==> src/rtl/counter_run_ctrl_if.sv <==
// counter_run_ctrl_if: requester and counter-side signals of the run sequencer.
interface counter_run_ctrl_if #(
    parameter int WIDTH = 8,
    parameter int NREQ  = 4
);
    logic [NREQ-1:0]       req;
    logic [NREQ*WIDTH-1:0] req_start;
    logic [NREQ*WIDTH-1:0] req_len;
    logic                  abort;
    logic [WIDTH-1:0]      ctr_count;
    logic                  ctr_ld;
    logic [WIDTH-1:0]      ctr_v;
    logic [NREQ-1:0]       gnt;
    logic [NREQ-1:0]       done;
    logic                  busy;
    modport master (
        output req, req_start, req_len, abort, ctr_count,
        input  ctr_ld, ctr_v, gnt, done, busy
    );
    modport slave (
        input  req, req_start, req_len, abort, ctr_count,
        output ctr_ld, ctr_v, gnt, done, busy
    );
endinterface

==> src/rtl/counter_run_ctrl.sv <==
// counter_run_ctrl: round-robin arbiter that sequences timed runs of a shared up-counter.
module counter_run_ctrl #(
    parameter int WIDTH = 8,
    parameter int NREQ  = 4
) (
    input logic              clk,
    input logic              rst,
    counter_run_ctrl_if.slave bus
);
    localparam int IW = (NREQ > 1) ? $clog2(NREQ) : 1;
    typedef enum logic [1:0] {IDLE, RUN, DONE} state_t;
    state_t           r_state, w_next;
    logic [IW-1:0]    r_ptr, r_owner, w_win, w_idx, w_ptr_nxt;
    logic [WIDTH-1:0] r_end, w_start, w_len;
    logic [NREQ-1:0]  r_gnt;
    logic             w_found;
    always_comb begin
        w_found = 1'b0;
        w_win   = '0;
        w_idx   = '0;
        for (int k = 0; k < NREQ; k++) begin
            w_idx = IW'((int'(r_ptr) + k) % NREQ);
            if (!w_found && bus.req[w_idx]) begin
                w_found = 1'b1;
                w_win   = w_idx;
            end
        end
    end
    always_comb begin
        w_start = '0;
        w_len   = '0;
        for (int k = 0; k < NREQ; k++) begin
            if (IW'(k) == w_win) begin
                w_start = bus.req_start[k*WIDTH +: WIDTH];
                w_len   = bus.req_len[k*WIDTH +: WIDTH];
            end
        end
    end
    always_comb begin
        w_next = r_state;
        case (r_state)
            IDLE:    w_next = w_found ? RUN : IDLE;
            RUN:     w_next = bus.abort ? IDLE : (bus.ctr_count == r_end) ? DONE : RUN;
            default: w_next = IDLE;
        endcase
    end
    assign w_ptr_nxt = (int'(r_owner) == NREQ - 1) ? '0 : r_owner + 1'b1;
    // ctr_v is forced to 0 under rst so the counter, which resets by loading v, comes up at 0
    assign bus.ctr_ld = (r_state != RUN);
    assign bus.ctr_v  = (r_state == IDLE && w_found && !rst) ? w_start : '0;
    assign bus.gnt    = r_gnt;
    assign bus.done   = (r_state == DONE) ? (NREQ'(1) << r_owner) : '0;
    assign bus.busy   = (r_state != IDLE);
    always_ff @(posedge clk) begin
        if (rst) begin
            r_state <= IDLE;
            r_ptr   <= '0;
            r_owner <= '0;
            r_end   <= '0;
            r_gnt   <= '0;
        end else begin
            r_state <= w_next;
            if (r_state == IDLE && w_found) begin
                r_owner <= w_win;
                r_end   <= w_start + w_len - 1'b1;
                r_gnt   <= NREQ'(1) << w_win;
            end
            if ((r_state == RUN && bus.abort) || r_state == DONE) begin
                r_ptr <= w_ptr_nxt;
                r_gnt <= '0;
            end
        end
    end
endmodule

==> src/flat_wrapper.sv <==
// flat-port wrapper written by rule: the top's interface ports become plain ports
module counter_run_ctrl_flat 
#(
    parameter int WIDTH = 8,
    parameter int NREQ  = 4
)
  (clk, rst, bus_req, bus_req_start, bus_req_len, bus_abort, bus_ctr_count, bus_ctr_ld, bus_ctr_v, bus_gnt, bus_done, bus_busy);
  counter_run_ctrl_if #(.WIDTH(WIDTH), .NREQ(NREQ)) bus_i ();
  input logic clk;
  input logic rst;
  input wire logic [$bits(bus_i.req)-1:0] bus_req;
  input wire logic [$bits(bus_i.req_start)-1:0] bus_req_start;
  input wire logic [$bits(bus_i.req_len)-1:0] bus_req_len;
  input wire logic [$bits(bus_i.abort)-1:0] bus_abort;
  input wire logic [$bits(bus_i.ctr_count)-1:0] bus_ctr_count;
  output wire logic [$bits(bus_i.ctr_ld)-1:0] bus_ctr_ld;
  output wire logic [$bits(bus_i.ctr_v)-1:0] bus_ctr_v;
  output wire logic [$bits(bus_i.gnt)-1:0] bus_gnt;
  output wire logic [$bits(bus_i.done)-1:0] bus_done;
  output wire logic [$bits(bus_i.busy)-1:0] bus_busy;
  assign bus_i.req = bus_req;
  assign bus_i.req_start = bus_req_start;
  assign bus_i.req_len = bus_req_len;
  assign bus_i.abort = bus_abort;
  assign bus_i.ctr_count = bus_ctr_count;
  assign bus_ctr_ld = bus_i.ctr_ld;
  assign bus_ctr_v = bus_i.ctr_v;
  assign bus_gnt = bus_i.gnt;
  assign bus_done = bus_i.done;
  assign bus_busy = bus_i.busy;
  counter_run_ctrl #(.WIDTH(WIDTH), .NREQ(NREQ)) u_core (.clk(clk), .rst(rst), .bus(bus_i));
endmodule
==> config.mk <==
export PLATFORM = sky130hd
export DESIGN_NAME = counter_run_ctrl_flat
export DESIGN_NICKNAME = d
export VERILOG_FILES = /design/src/rtl/counter_run_ctrl_if.sv /design/src/rtl/counter_run_ctrl.sv /design/src/flat_wrapper.sv
export SDC_FILE = /design/constraint.sdc
export NUM_CORES = 1
export LEC_CHECK = 0
export BUFFER_PORTS_ARGS = -buffer_cell sky130_fd_sc_hd__buf_2
export CORE_MARGIN = 2
export CORE_UTILIZATION = 30
export DETAILED_ROUTE_END_ITERATION = 16
export PLACE_DENSITY = 0.53
export SETUP_SLACK_MARGIN = 0.3
export SYNTH_ARGS = -nofsm -noshare
export SYNTH_HDL_FRONTEND = slang
export SYNTH_SLANG_ARGS = --single-unit
==> constraint.sdc <==
create_clock -name clk -period 7.6 [get_ports clk]
set_input_delay 0.38 -clock clk [delete_from_list [all_inputs] [get_ports clk]]
set_output_delay 0.38 -clock clk [all_outputs]
set_load 0.05 [all_outputs]
==> results_tabular.tex <==
\begin{tabular}{lr}
\hline
Metric & Value \\
\hline
\multicolumn{2}{l}{\textbf{Critical path}} \\
\quad R2R depth & 16 \\
\quad Biggest fanout along the worst timing path & 33 \\
\quad RR Startpoint & u\_core.r\_ptr[0] \\
\quad Worst Setup End Kind & register \\
\quad Reg-to-reg critical path endpoint & u\_core.r\_end[7] \\
\quad Data arrival time of the critical path & between 4 and 5 ns \\
\quad Critical path class & register to register \\
\quad Type of origin of the critical path & register \\
\quad Required time at the endpoint of the critical path & about 7.7 ns \\
\quad Setup slack of the worst register-to-register path & 2.91 ns \\
\multicolumn{2}{l}{\textbf{Drt}} \\
\quad Antenna-violating nets left & 0 \\
\quad Total wirelength of the detailed-routed design & 5530 um \\
\quad DRC violation total after the first TritonRoute iteration & approximately 60 \\
\quad DRT Pass-1 Iters & 5 \\
\quad DRC viols & 0 \\
\quad Vias post-DR & 2,162 \\
\quad Vias per Instance & about 4.8 \\
\quad Wire length per cell & approximately 12 um \\
\multicolumn{2}{l}{\textbf{Finish}} \\
\quad Layout Area Growth over Synthesis & 29.3\% \\
\quad Nets@finish & approximately 470 \\
\quad Combined area of the multi-input logic cells & about 0.0014 mm\^{}2 \\
\quad Share of post-route cells with drive strength above 1 & 0.300 \\
\quad Number of filler instances in the final layout & just over 700 \\
\quad Antenna fix cells & 0 \\
\quad Post-route insts no fill & about 450 \\
\quad Sequential standard cell area & approximately 360 um\^{}2 \\
\multicolumn{2}{l}{\textbf{Timing}} \\
\quad Achievable frequency & 0.213 GHz \\
\quad Max\_slew headroom & 0.320 \\
\quad Fin Hold WS & 0.319 ns \\
\quad Endpoints failing hold & 0 \\
\quad Number of pins exceeding their max-slew limit in the final report & 0 \\
\quad Ratio of final minimum period to clock period & 0.618 \\
\quad Setup repair after global routing missed its margin & false \\
\quad Post-layout minimum cycle time & around 4.7 ns \\
\quad Skew final & around 0.0023 ns \\
\quad Setup violations, final & 0 \\
\quad Setup TNS & 0 ns \\
\quad Slew @ Worst Pin & 1.02 ns \\
\multicolumn{2}{l}{\textbf{Yosys}} \\
\quad Share of async-settable or async-resettable flops after synthesis & 0 \\
\quad Largest family of logic cells by synthesized area & simple AND/OR/NAND/NOR gates \\
\quad Gate count of the mapped netlist & 288 \\
\quad Mapped cell area & 0.00192 mm\^{}2 \\
\quad Adder-cell share of the synthesized area & 0.121 \\
\quad Leading post-synthesis cells by cell area & sky130\_fd\_sc\_hd\_\_dfxtp\_1 (19\%), sky130\_fd\_sc\_hd\_\_ha\_1 (11\%), sky130\_fd\_sc\_hd\_\_nand2\_1 (8.0\%), sky130\_fd\_sc\_hd\_\_nor2\_1 (8.0\%), sky130\_fd\_sc\_hd\_\_nand3\_1 (7.8\%) \\
\quad Fraction of the mapped netlist area in simple logic gates & 0.354 \\
\quad Proportion of netlist area held by the largest area contributor & 0.188 \\
\quad EDFF count, synth & 0 \\
\quad Post-Synth XOR/XNOR Area & 0.0547 \\
\quad Yosys warning total & 0 \\
\quad Syn\_area\_per\_cell & roughly 6.7 um\^{}2 \\
\quad Dominant cell type by area after synthesis & sky130\_fd\_sc\_hd\_\_dfxtp\_1 \\
\quad Commonest register cell after synthesis & sky130\_fd\_sc\_hd\_\_dfxtp\_1 \\
\quad Number of synthesized register bits & 18 \\
\quad Count of distinct cell types in the synthesized netlist & 45 \\
\quad Fraction of the mapped netlist area in compound gates & 0.153 \\
\quad Post-synthesis sequential area ratio & 0.188 \\
\quad Total nets after synthesis & just under 400 \\
\quad Post-synthesis mux area share & 0.0515 \\
\multicolumn{2}{l}{\textbf{Global route}} \\
\quad GRT Residual Overflow & 0 \\
\quad Maximum number of pins on one net before global-route repair & 34 \\
\quad Global-route usage over all layers & 0.158 \\
\quad Vias in the first global route & between 2,000 and 2,500 \\
\quad First-pass GRT wire length & around 9400 um \\
\quad Antenna violations before repair & 0 \\
\multicolumn{2}{l}{\textbf{Clocking}} \\
\quad Total number of clock tree sinks & 18 \\
\quad Buffer depth of the longest clock path & 2 \\
\quad Cell at the root of the clock tree & sky130\_fd\_sc\_hd\_\_clkbuf\_8 \\
\quad \# hold bufs at CTS & 0 \\
\quad Clock tree from TritonCTS & yes \\
\quad Clock network latency to the later pin of the worst-skew pair & approximately 0.25 ns \\
\quad Clock buffers created by TritonCTS & 3 \\
\quad Clock edge transition at the registers on the reported setup and hold paths & approximately 0.07 ns \\
\quad Count of H-tree levels built during CTS & 1 \\
\quad Gates resized, CTS repair & 0 \\
\quad Count of buffers added by post-CTS timing repair for setup & 0 \\
\multicolumn{2}{l}{\textbf{Min path}} \\
\quad Source of the worst hold timing path & bus\_abort \\
\quad Hold crit path type & input pin to register \\
\quad Number of stages on the worst hold path & 2 \\
\quad Worst hold endpoint & u\_core.r\_state[1] \\
\multicolumn{2}{l}{\textbf{Floorplan}} \\
\quad Width of the die & about 84 um \\
\quad Die extent in y & between 80 and 90 um \\
\quad Row count & 29 \\
\quad Core Area & around 0.0063 mm\^{}2 \\
\quad Die outline area & 0.00706 mm\^{}2 \\
\quad Initial core utilization & 0.306 \\
\quad I/O pin cnt & 97 \\
\multicolumn{2}{l}{\textbf{Run}} \\
\quad Count of maximum capacitance violations & 0 \\
\multicolumn{2}{l}{\textbf{Pwr}} \\
\quad Max rail drop VDD & about 0.08 mV \\
\quad Static leakage & about 1.2 nW \\
\quad Total power & about 460 uW \\
\quad Cell area power density & about 190 mW/mm\^{}2 \\
\multicolumn{2}{l}{\textbf{Placement}} \\
\quad Half-perimeter wire length of the detailed placement result & 4530 um \\
\quad Post-placement cell count & roughly 440 \\
\quad Gpl congestion & 0.844 \\
\quad Number of input and output port buffers inserted & 96 \\
\multicolumn{2}{l}{\textbf{Status}} \\
\quad Status & completed \\
\hline
\end{tabular}
## critical path, cell delays in order, from the launching register on
cell and delay (ns):
sky130_fd_sc_hd__dfxtp_1 0.36, sky130_fd_sc_hd__nor2b_1 0.09, sky130_fd_sc_hd__or4b_1 0.78, sky130_fd_sc_hd__nand2_1 0.85
sky130_fd_sc_hd__mux2_2 0.42, sky130_fd_sc_hd__o21ai_1 0.15, sky130_fd_sc_hd__ha_1 0.25, sky130_fd_sc_hd__inv_1 0.06
sky130_fd_sc_hd__ha_1 0.16, sky130_fd_sc_hd__inv_1 0.05, sky130_fd_sc_hd__fa_1 0.39, sky130_fd_sc_hd__nor2b_1 0.13
sky130_fd_sc_hd__o21a_1 0.12, sky130_fd_sc_hd__o21ai_0 0.11, sky130_fd_sc_hd__o311ai_0 0.43, sky130_fd_sc_hd__or3_1 0.17
sky130_fd_sc_hd__nand3_1 0.06
## cell families (layout without fill, tap and decap cells)
group,count (synthesis),count (layout)
AOI/OAI and AO/OA,46,46
xor gates and xnor gates,12,12
adders and majority gates,18,18
buffers and inverters,38,120
DFF,18,18
and+or+nand+nor,147,147
muxes,9,9
## cell type report
type	instances	area share
clock buffers	4	0.0222
inverters	19	0.0287
well taps	77	0.0388
multi-input cells	232	0.569
repair buffers	97	0.197
flip-flops and latches	18	0.145
## worst max-delay path by stage
stage                          startpoint         endpoint  slack, ns  depth (start not counted)
final                     u_core.r_ptr[0]  u_core.r_end[7]       2.91                         16
after global placement         bus_req[2]  u_core.r_end[7]       2.87                         17
after CTS                 u_core.r_ptr[0]  u_core.r_end[7]       2.93                         16
after detailed placement       bus_req[2]  u_core.r_end[7]       2.73                         17
after global routing      u_core.r_ptr[0]  u_core.r_end[7]       2.42                         16
after floorplan                bus_req[2]  u_core.r_end[7]       3.69                         20
## placed cells by master, fill, tap and decap left out, drive strengths merged
master,count
a21bo,2
nor2,42
fa,1
nor4,6
mux2i,2
buf,97
nand2,41
nand3b,1
or2,3
ha,17
a21o,1
a221oi,2
a211o,1
xor2,8
nand3,30
a21boi,1
a211oi,3
and2,6
o311ai,1
or3,3
dfxtp,18
nor2b,6
or4b,1
nor3,4
a21oi,13
clkbuf,4
o21ai,15
inv,19
xnor2,4
o21bai,3
o21a,1
or4,1
a31oi,1
a32oi,2
mux2,7
nor3b,2
nand2b,1
## power by group
group | switching, mW | total (mW) | internal, mW
logic | 0.150 | 0.262 | 0.112
registers | 0.0133 | 0.126 | 0.112
clock network | 0.0312 | 0.0772 | 0.0460
total | 0.194 | 0.464 | 0.270
## cell usage after synthesis (2+ instances only)
master / n
sky130_fd_sc_hd__o21ai_1: 14
sky130_fd_sc_hd__nor2_1: 41
sky130_fd_sc_hd__a221oi_1: 2
sky130_fd_sc_hd__a211oi_1: 3
sky130_fd_sc_hd__or3_1: 3
sky130_fd_sc_hd__buf_2: 4
sky130_fd_sc_hd__or2_2: 2
sky130_fd_sc_hd__xnor2_1: 4
sky130_fd_sc_hd__nor2b_1: 6
sky130_fd_sc_hd__xor2_1: 8
sky130_fd_sc_hd__nand3_1: 30
sky130_fd_sc_hd__and2_1: 6
sky130_fd_sc_hd__dfxtp_1: 18
sky130_fd_sc_hd__ha_1: 17
sky130_fd_sc_hd__nor3_1: 4
sky130_fd_sc_hd__mux2_1: 2
sky130_fd_sc_hd__o21bai_1: 3
sky130_fd_sc_hd__nor4_1: 6
sky130_fd_sc_hd__clkbuf_1: 12
sky130_fd_sc_hd__mux2i_1: 2
sky130_fd_sc_hd__a21oi_1: 13
sky130_fd_sc_hd__mux2_2: 5
sky130_fd_sc_hd__nand2_1: 41
sky130_fd_sc_hd__inv_1: 19
sky130_fd_sc_hd__buf_1: 2
sky130_fd_sc_hd__nor3b_1: 2
## sequential cells by signal, summed over array words and instances, names as in the netlist
signal,flops
u_core.r_ptr,2
u_core.bus.gnt,4
u_core.r_end,8
u_core.r_owner,2
u_core.r_state,2
## metal layers
metal / wire, um / up-vias / global-route usage / share of wire
met5: 0 / - / 0 / 0
met4: 17 / 0 / 0.0132 / 0.0031
met3: 204 / 2 / 0.0237 / 0.037
met2: 2920 / 48 / 0.304 / 0.53
met1: 2380 / 979 / 0.190 / 0.43
li1: - / 1133 / - / -
## stage by stage
stage | instance area, um^2 | util | setup WS [ns]
2_1_floorplan | 1920 | - | 3.69
3_3_place_gp | 2430 | 0.387 | 2.87
3_5_place_dp | 2430 | 0.387 | 2.73
4_1_cts | 2480 | 0.395 | 2.93
5_1_grt | 2480 | 0.395 | 2.42
6_report | 2480 | 0.395 | 2.91
Note: power is estimated with default switching activity, not from simulation.
